<file path="src/rtl/axis_server_if.sv">
// rtl/axis_server_if.sv - NoC-side AXI-Stream style beat interface for axis_server
//
// Purpose: bundles the NoC beat signals delivered to axis_server.
// Signals:
//   tvalid  beat valid (master -> slave)
//   tready  slave can accept beat (slave -> master)
//   tlast   last beat of packet
//   tdest   destination node address
//   tid     packet ID
//   tstrb   byte strobe
//   tkeep   byte keep
//   tuser   source address
//   tdata   beat payload
// Modports: master drives the beat, slave returns tready.
interface axis_server_if #(
  parameter int DATAW = 128,
  parameter int DESTW = 4,
  parameter int IDW   = 32,
  parameter int USERW = 66
);
  logic             tvalid;
  logic             tready;
  logic             tlast;
  logic [DESTW-1:0] tdest;
  logic [IDW-1:0]   tid;
  logic [7:0]       tstrb;
  logic [7:0]       tkeep;
  logic [USERW-1:0] tuser;
  logic [DATAW-1:0] tdata;

  modport master (
    output tvalid, tlast, tdest, tid, tstrb, tkeep, tuser, tdata,
    input  tready
  );

  modport slave (
    input  tvalid, tlast, tdest, tid, tstrb, tkeep, tuser, tdata,
    output tready
  );
endinterface

</file>
<file path="src/rtl/axis_server.sv">
// rtl/axis_server.sv - NoC packet receiver with address filter and FWFT beat buffer
//
// Purpose: accepts NoC packets addressed to MY_ADDR into a DEPTH-entry
// first-word-fall-through buffer and presents them to a consumer; packets
// for other addresses are swallowed and counted.
// Ports:
//   clk, rst              clock (rising edge), synchronous active-high reset
//   axis_server_interface NoC beat input (slave modport of axis_server_if)
//   server_tdata/tlast    head-of-buffer beat to the consumer
//   server_valid          buffer non-empty
//   server_ready          consumer accepts the head beat
//   pkt_count             packets fully delivered (counted on tlast pop)
//   drop_count            packets discarded for tdest mismatch
module axis_server #(
  parameter int               DATAW   = 128,
  parameter int               DESTW   = 4,
  parameter int               IDW     = 32,
  parameter int               USERW   = 66,
  parameter int               DEPTH   = 8,
  parameter logic [DESTW-1:0] MY_ADDR = DESTW'(4'b0011)
) (
  input  logic               clk,
  input  logic               rst,
  axis_server_if.slave       axis_server_interface,
  output logic [DATAW-1:0]   server_tdata,
  output logic               server_tlast,
  output logic               server_valid,
  input  logic               server_ready,
  output logic [15:0]        pkt_count,
  output logic [15:0]        drop_count
);

  localparam int AW = $clog2(DEPTH);

  typedef enum logic [1:0] {
    ST_SOP  = 2'd0,
    ST_BODY = 2'd1,
    ST_DROP = 2'd2
  } state_e;

  state_e          state_q;
  logic [DATAW:0]  mem_q [DEPTH];
  logic [AW-1:0]   wr_ptr_q;
  logic [AW-1:0]   rd_ptr_q;
  logic [AW:0]     count_q;
  logic [AW:0]     count_d;
  logic [15:0]     pkt_count_q;
  logic [15:0]     drop_count_q;

  logic full;
  logic empty;
  logic tready_w;
  logic accept;
  logic dest_hit;
  logic wr_en;
  logic pop;

  // Sideband fields carried by the NoC but not used by this block.
  logic [IDW-1:0]   unused_tid;
  logic [USERW-1:0] unused_tuser;
  logic [15:0]      unused_strb_keep;
  assign unused_tid       = axis_server_interface.tid;
  assign unused_tuser     = axis_server_interface.tuser;
  assign unused_strb_keep = {axis_server_interface.tstrb, axis_server_interface.tkeep};

  assign full  = (count_q == (AW+1)'(DEPTH));
  assign empty = (count_q == '0);

  // DROP never writes, so it can always sink beats even when the buffer is full.
  // Held low during reset so nothing is accepted while state is being cleared.
  assign tready_w = !rst && ((state_q == ST_DROP) || !full);
  assign axis_server_interface.tready = tready_w;

  assign accept   = axis_server_interface.tvalid && tready_w;
  assign dest_hit = (axis_server_interface.tdest == MY_ADDR);
  // tdest is only examined on the first beat; body beats follow the header decision.
  assign wr_en    = accept && ((state_q == ST_BODY) || ((state_q == ST_SOP) && dest_hit));
  assign pop      = !empty && server_ready;

  assign count_d = count_q + {{AW{1'b0}}, wr_en} - {{AW{1'b0}}, pop};

  assign server_valid = !empty;
  assign server_tdata = mem_q[rd_ptr_q][DATAW:1];
  assign server_tlast = mem_q[rd_ptr_q][0];
  assign pkt_count    = pkt_count_q;
  assign drop_count   = drop_count_q;

  // Storage has no reset; occupancy and pointers define what is valid.
  always_ff @(posedge clk) begin
    if (wr_en) begin
      mem_q[wr_ptr_q] <= {axis_server_interface.tdata, axis_server_interface.tlast};
    end
  end

  always_ff @(posedge clk) begin
    if (rst) begin
      state_q      <= ST_SOP;
      wr_ptr_q     <= '0;
      rd_ptr_q     <= '0;
      count_q      <= '0;
      pkt_count_q  <= '0;
      drop_count_q <= '0;
    end else begin
      if (accept) begin
        case (state_q)
          ST_SOP: begin
            if (dest_hit) begin
              state_q <= axis_server_interface.tlast ? ST_SOP : ST_BODY;
            end else begin
              state_q      <= axis_server_interface.tlast ? ST_SOP : ST_DROP;
              drop_count_q <= drop_count_q + 16'd1;
            end
          end
          ST_BODY: if (axis_server_interface.tlast) state_q <= ST_SOP;
          ST_DROP: if (axis_server_interface.tlast) state_q <= ST_SOP;
          default: state_q <= ST_SOP;
        endcase
      end
      if (wr_en) wr_ptr_q <= wr_ptr_q + 1'b1;
      if (pop)   rd_ptr_q <= rd_ptr_q + 1'b1;
      count_q <= count_d;
      if (pop && server_tlast) pkt_count_q <= pkt_count_q + 16'd1;
    end
  end

endmodule
</file>
<file path="src/flat_wrapper.sv">
// flat-port wrapper written by rule: the top's interface ports become plain ports
module axis_server_flat 
#(
  parameter int               DATAW   = 128,
  parameter int               DESTW   = 4,
  parameter int               IDW     = 32,
  parameter int               USERW   = 66,
  parameter int               DEPTH   = 8,
  parameter logic [DESTW-1:0] MY_ADDR = DESTW'(4'b0011)
)
  (clk, rst, server_tdata, server_tlast, server_valid, server_ready, pkt_count, drop_count, axis_server_interface_tvalid, axis_server_interface_tlast, axis_server_interface_tdest, axis_server_interface_tid, axis_server_interface_tstrb, axis_server_interface_tkeep, axis_server_interface_tuser, axis_server_interface_tdata, axis_server_interface_tready);
  axis_server_if #(.DATAW(DATAW), .DESTW(DESTW), .IDW(IDW), .USERW(USERW)) axis_server_interface_i ();
  input  logic clk;
  input  logic rst;
  output logic [DATAW-1:0] server_tdata;
  output logic server_tlast;
  output logic server_valid;
  input  logic server_ready;
  output logic [15:0] pkt_count;
  output logic [15:0] drop_count;
  input wire logic [$bits(axis_server_interface_i.tvalid)-1:0] axis_server_interface_tvalid;
  input wire logic [$bits(axis_server_interface_i.tlast)-1:0] axis_server_interface_tlast;
  input wire logic [$bits(axis_server_interface_i.tdest)-1:0] axis_server_interface_tdest;
  input wire logic [$bits(axis_server_interface_i.tid)-1:0] axis_server_interface_tid;
  input wire logic [$bits(axis_server_interface_i.tstrb)-1:0] axis_server_interface_tstrb;
  input wire logic [$bits(axis_server_interface_i.tkeep)-1:0] axis_server_interface_tkeep;
  input wire logic [$bits(axis_server_interface_i.tuser)-1:0] axis_server_interface_tuser;
  input wire logic [$bits(axis_server_interface_i.tdata)-1:0] axis_server_interface_tdata;
  output wire logic [$bits(axis_server_interface_i.tready)-1:0] axis_server_interface_tready;
  assign axis_server_interface_i.tvalid = axis_server_interface_tvalid;
  assign axis_server_interface_i.tlast = axis_server_interface_tlast;
  assign axis_server_interface_i.tdest = axis_server_interface_tdest;
  assign axis_server_interface_i.tid = axis_server_interface_tid;
  assign axis_server_interface_i.tstrb = axis_server_interface_tstrb;
  assign axis_server_interface_i.tkeep = axis_server_interface_tkeep;
  assign axis_server_interface_i.tuser = axis_server_interface_tuser;
  assign axis_server_interface_i.tdata = axis_server_interface_tdata;
  assign axis_server_interface_tready = axis_server_interface_i.tready;
  axis_server #(.DATAW(DATAW), .DESTW(DESTW), .IDW(IDW), .USERW(USERW), .DEPTH(DEPTH), .MY_ADDR(MY_ADDR)) u_core (.clk(clk), .rst(rst), .axis_server_interface(axis_server_interface_i), .server_tdata(server_tdata), .server_tlast(server_tlast), .server_valid(server_valid), .server_ready(server_ready), .pkt_count(pkt_count), .drop_count(drop_count));
endmodule
</file>
<file path="config.mk">
export PLATFORM = sky130hd
export DESIGN_NAME = axis_server_flat
export DESIGN_NICKNAME = d
export VERILOG_FILES = /design/src/rtl/axis_server_if.sv /design/src/rtl/axis_server.sv /design/src/flat_wrapper.sv
export SDC_FILE = /design/constraint.sdc
export NUM_CORES = 1
export LEC_CHECK = 0
export CORE_ASPECT_RATIO = 1.2
export CORE_MARGIN = 8
export CORE_UTILIZATION = 31
export DETAILED_ROUTE_END_ITERATION = 10
export GPL_TIMING_DRIVEN = 1
export PLACE_DENSITY = 0.52
export SLEW_MARGIN = 20
export SYNTH_ARGS = -nofsm -noshare
export SYNTH_HDL_FRONTEND = slang
export SYNTH_SLANG_ARGS = --single-unit
</file>
<file path="constraint.sdc">
create_clock -name clk -period 55.6 [get_ports clk]
set_clock_uncertainty 0.05 [all_clocks]
set_input_delay 11.12 -clock clk [delete_from_list [all_inputs] [get_ports clk]]
set_output_delay 11.12 -clock clk [all_outputs]
set_load 0.005 [all_outputs]
</file>
== Word-level counts from Yosys, hierarchy flattened ==
Memories as Yosys holds them, arrays and structs flattened. A register that Yosys moved wholly into a read port is not among the register bits.
Index checks and enable logic that the tools add are counted.

* Word-level logic and storage cells: 44
* Bits in writable memories: 1,032
* Output and inout bits: 163
* Flip-flop bits (word level): 44
* Bits of input ports: 251
* Memories: 1

{| class="wikitable"
|+ Memories
! name !! depth !! bits a word !! read ports !! clocked after memory_dff !! write ports !! RTL line !! source
|-
| u_core.mem_q || 8 || 129 || 1 || 1 || 1 || axis_server.sv:42 || <nowiki>logic [DATAW:0] mem_q [DEPTH];</nowiki>
|}

* Eq/ne operators: 5
* Reductions and logical operators: 16
* Add/subtract/negate cells: 6
* Bitwise gates (word level): 1
* Mux-type cells: 9

{| class="wikitable"
|+ Operator list
! cell !! count
|-
| $add A16 B1 Y16 const B || 2
|-
| $add A3 B1 Y3 const B || 2
|-
| $logic_and A1 B1 Y1 || 6
|-
| $mux W2 || 3
|-
| $mux W3 || 2
|-
| $add A4 B1 Y4 || 1
|-
| $eq A4 B2 Y1 const B || 1
|-
| $eq A4 B4 Y1 const B || 1
|-
| $logic_not A4 Y1 || 1
|-
| $pmux W2 S2 || 1
|-
| $sub A4 B1 Y4 || 1
|-
| $logic_not A1 Y1 || 3
|-
| $mux W1 || 3
|-
| $reduce_and A3 Y1 || 1
|-
| $eq A2 B1 Y1 const B || 1
|-
| $eq A2 B2 Y1 const B || 1
|-
| $logic_not A2 Y1 || 1
|-
| $logic_or A1 B1 Y1 || 2
|-
| $ne A2 B1 Y1 const B || 1
|-
| $reduce_and A2 Y1 || 1
|-
| $reduce_or A2 Y1 || 1
|-
| $not A1 Y1 || 1
|}

== Logic depth before layout (Yosys ltp) ==
* Depth in word-level cells: 8
* Gate-level depth with buffers: 13
* Depth with buffers taken out: 12

== Worst setup path after synthesis ==
OpenSTA, ideal clock, no wires.

* Kind: in2reg
* Start: input axis_server_interface_tdest[2]
* End: memory u_core.mem_q[2][0] (netlist name), enable pin
* Setup time: 978 ps
* Arrival time: 25,053 ps
* Stages on the path: 5
* Slack: 29,519 ps
* Path through: and4bb_2 > a21oi_1 > nand2b_1 > buf_2 > nor4b_1

* Cells in the longest elaborated chain, start to end: 6

{| class="wikitable"
|+ RTL lines
! what !! RTL line !! source
|-
| start, declared || flat_wrapper.sv:23 || <nowiki>input wire logic [$bits(axis_server_interface_i.tdest)-1:0] axis_server_interface_tdest;</nowiki>
|-
| $eq A4 B2 Y1 || axis_server.sv:75 || <nowiki>assign dest_hit = (axis_server_interface.tdest == MY_ADDR);</nowiki>
|-
| $logic_and A1 B1 Y1 || axis_server.sv:77 || <nowiki>assign wr_en = accept && ((state_q == ST_BODY) || ((state_q == ST_SOP) && dest_hit));</nowiki>
|-
| $logic_or A1 B1 Y1 || axis_server.sv:77 ||
|-
| $logic_and A1 B1 Y1 || axis_server.sv:77 ||
|-
| $mux W1 || axis_server.sv:90 || <nowiki>if (wr_en) begin</nowiki>
|-
| $mux W1 (implied by the code) || axis_server.sv:91 || <nowiki>mem_q[wr_ptr_q] <= {axis_server_interface.tdata, axis_server_interface.tlast};</nowiki>
|-
| end, declared || axis_server.sv:42 ||
|}

Every way passes these cells.

== Final worst setup path ==
* Start: input rst
* End: output axis_server_interface_tready

* Cells in the longest elaborated chain, start to end: 2

{| class="wikitable"
|+ RTL lines
! what !! RTL line !! source
|-
| start, declared || flat_wrapper.sv:14 || <nowiki>input logic rst;</nowiki>
|-
| $logic_not A1 Y1 || axis_server.sv:71 || <nowiki>assign tready_w = !rst && ((state_q == ST_DROP) || !full);</nowiki>
|-
| $logic_and A1 B1 Y1 || axis_server.sv:71 ||
|-
| end, declared || flat_wrapper.sv:29 || <nowiki>output wire logic [$bits(axis_server_interface_i.tready)-1:0] axis_server_interface_tready;</nowiki>
|}

Every way passes these cells.

==> metrics.md <==
| Metric | Value |
|---|---|
| Post-CTS sizing | 0 |
| Global-route wire length before repair | about 140000 um |
| WP data required | about 44 ns |
| Core area | around 130000 um^2 |
| H-Tree Depth | 3 |
| Reg-to-reg endpoint | u_core.mem_q[2][49] |
| Syn nets | between 2000 and 2500 |
| Cell area after synthesis | between 40000 and 50000 um^2 |
| Final ANT Viol Nets | 0 |
| CP max FO | 11 |
| Fillers | around 12000 |
| Slowest CP cell | clkdlybuf4s50_1 |
| Crit-path cells | clkdlybuf4s50_1 > inv_2 > and2_1 > clkdlybuf4s50_1 |
| CTS Sinks | between 1000 and 1500 |
| PwrDens | around 40 nW/um^2 |
| Max-slew violations | 0 |
| Largest stage delay, worst path | 0.51 ns |
| Inst Count DP | 3828 |
| Clk buf depth | 3 |
| Largest cells by area after synthesis | edfxtp_1 (75%), mux4_2 (14%), mux2_2 (3.8%), dfxtp_1 (2.3%), buf_6 (0.82%) |
| Worst-path clk slew | ~0.06 ns |
| Worst reg2reg path depth | 9 |
| Worst-Margin Slew | 1.07 ns |
| Die H | ~420 um |
| Yosys cell types | 47 |
| Setup CP Type | input pin to primary output |
| Starting Density | 31.1% |
| Post-synthesis sequential area ratio | between 70 and 80% |
| Port Buf Inserts | ~300 |
| DR iter-0 viols | between 1000 and 1500 |
| CTS tree | yes |
| Post-synth top area share | roughly three quarters |
| Min-delay worst type | flip-flop to flip-flop |
| Gpl congestion | around 0.74 |
| Fmax | about 0.042 GHz |
| R2R Setup Slk | around 51 ns |
| Asr flop ratio synth | 0% |
| Die width | between 300 and 400 um |
| Postcts setup bufs | 0 |
| Initial antenna violation count | 10 |
| Dominant cell type by area after synthesis | edfxtp_1 |
| DRT Wirelength | 96600 um |
| FF-to-FF Start | u_core.count_q[2] |
| Worst setup path endpoint | axis_server_interface_tready |
| Primary FF master, synth | edfxtp_1 |
| Inserted Clock Buffers | ~110 |
| Vias in the first global route | approximately 21000 |
| Overflow after GRT | 0 |
| CP Buf/Inv Count | 3 |
| RSZ-0062 raised after global routing | no |
| Headroom to the max-slew limit | 28.6% |
| GRT Util Overall | 13.1% |
| # setup viols final | 0 |
| Critical path launch point type | input pin |
| Synth-to-Final Area Change | 20.6% |
| Die area | roughly 150000 um^2 |
| Outcome | finished clean |
| DP Wirelength | around 53000 um |
| Critical path startpoint | rst |
| Final hold violations | 0 |
| Row Count | approximately 150 |
| Setup TNS | 0 ns |
| Share of layout cells above drive strength 1 | 27.2% |
| Max-cap violations | 0 |
| DP Area | 46400 um^2 |
| Max VDD drop | ~0.024 mV |
| Post-route cell area | around 50000 um^2 |
| Drt wl/cell | 24.0 um |
| Syn. warnings | 0 |
| # IOs | 414 |
| Setup crit end kind | primary output |
| CTS root buffer | clkbuf_16 |
| Post-Syn Instances | 1795 |
| Most common cell in the synthesized netlist | edfxtp_1 |
| Worst path arrival time | about 12 ns |
| Vias | about 19000 |
| Post-synth EDFFs | a little over 1000 |
| DRT Pass-1 Iters | 5 |
| CP delay by family, top | buffers and inverters |
| Largest net degree at the start of global routing | 94 |
| Final nets | 2416 |
| Fin cells | 4029 |
| Synthesized area per cell | approximately 23 um^2 |
| Vias per cell | approximately 4.8 |
| Most used cell, CP | clkdlybuf4s50_1 |
| P_leak | 15.1 nW |
| Clk_lat worst skew | about 0.71 ns |
| Util after Layout | a little under two fifths |
| Min Tclk post-route | approximately 24 ns |
| CTS hold repair buffers | 0 |
| Count of state elements after synthesis | ~1100 |
| Crit. path cell count | 4 |
| WHS | roughly 0.44 ns |
| Synth top cells by count | edfxtp_1 (1032), mux4_2 (256), mux2_2 (141) |
| Final period util | a little over two fifths |
| DR DRC count | 0 |
[layer usage]
layer / GRT usage, % / vias to the layer above / share of wire, %
li1: - / 8333 / -
met4: 3.85 / 4 / 2.1
met2: 22.4 / 453 / 50
met5: 0 / - / 0.028
met1: 16.3 / 10225 / 42
met3: 3.33 / 124 / 5.9
[state kept, by name, indices dropped and copies added, names as in the netlist, named ones only]
signal	count
u_core.pkt_count	16
u_core.mem_q	1032
u_core.rd_ptr_q	3
u_core.wr_ptr_q	3
u_core.state_q	2
u_core.count_q	4
u_core.drop_count	16
[where the power goes]
group	total (mW)	switching, mW	internal, mW
logic	0.383	0.158	0.225
clock network	0.721	0.303	0.418
registers	0.906	0.0119	0.894
total	2.01	0.473	1.54
[layout make-up]
class / count / area [um^2] / share of cell area [%]
sequential: 1079 / 31900 / 63.9
multi-input combinational: 611 / 8890 / 17.8
timing repair buffer: 336 / 3330 / 6.67
clock buffer: 141 / 2940 / 5.89
tap: 1788 / 2240 / 4.48
clock inverter: 56 / 566 / 1.13
inverter: 14 / 52.6 / 0.105
antenna: 4 / 10.0 / 0.0200
[worst reg2reg max path, cell delays in order (launching register included)]
cell and delay (ns):
dfxtp_1 0.32, inv_1 0.07, ha_1 0.19, or4b_4 0.23, and3_1 0.22, nand2b_1 0.32, nor4b_2 0.34, buf_4 0.61
buf_4 0.53, buf_4 0.78
[through the flow]
stage / worst slack, ns / power [mW]
2_1_floorplan: 29.52 / 1.18
5_1_grt: 31.97 / 2.10
4_1_cts: 32.01 / 2.05
6_report: 32.02 / 2.01
3_3_place_gp: 32.00 / 1.32
3_5_place_dp: 32.02 / 1.32
[worst min-delay path by stage]
stage	start	cells past startpoint	end
finish	u_core.rd_ptr_q[1]	2	flip-flop
global placement	u_core.pkt_count[6]	2	u_core.pkt_count[6]
global route	u_core.pkt_count[6]	2	u_core.pkt_count[6]
detailed placement	u_core.rd_ptr_q[1]	2	flip-flop
floorplan	u_core.rd_ptr_q[1]	2	flip-flop
CTS	u_core.rd_ptr_q[1]	2	flip-flop
[kinds of logic after synthesis]
family | after synthesis | share of synthesized area [%]
adder cells (fa/ha/maj) | 14 | 0.441
buffers and inverters | 105 | 1.57
AND/OR/NAND/NOR | 138 | 1.98
multiplexers | 403 | 17.9
flip-flops | 1079 | 77.1
AO/OA/AOI/OAI | 52 | 0.891
XOR/XNOR | 4 | 0.0846
[layout by cell type (no fill, tap or decap), types with 3 or more instances in the layout]
master	netlist	routed
or4_1	12	12
edfxtp_1	1032	1032
nand3_1	17	17
or3_1	4	4
mux2_4	4	4
nand2b_1	4	4
mux4_2	256	256
buf_4	4	31
nor4_2	1	3
nand4_1	11	11
clkbuf_8	0	3
inv_6	0	3
and2_1	4	4
bufinv_16	0	10
nor4b_2	0	4
a21oi_1	20	20
o21ai_0	7	7
nand2_1	12	12
buf_6	30	3
clkinv_1	0	21
ha_1	13	13
o31ai_1	11	11
nor2b_1	17	17
diode_2	0	4
clkinvlp_4	0	4
clkbuf_16	0	112
o311ai_0	5	5
inv_1	13	13
mux2_2	141	141
and4_1	4	4
dfxtp_1	47	44
clkinv_4	0	4
nor2_1	21	21
o41ai_1	4	4
nor4_1	14	12
clkdlybuf4s50_1	0	299
and3_1	4	4
clkinv_2	0	13
clkbuf_1	23	26
dfxtp_4	0	3
Note: power is estimated with default switching activity, not from simulation.
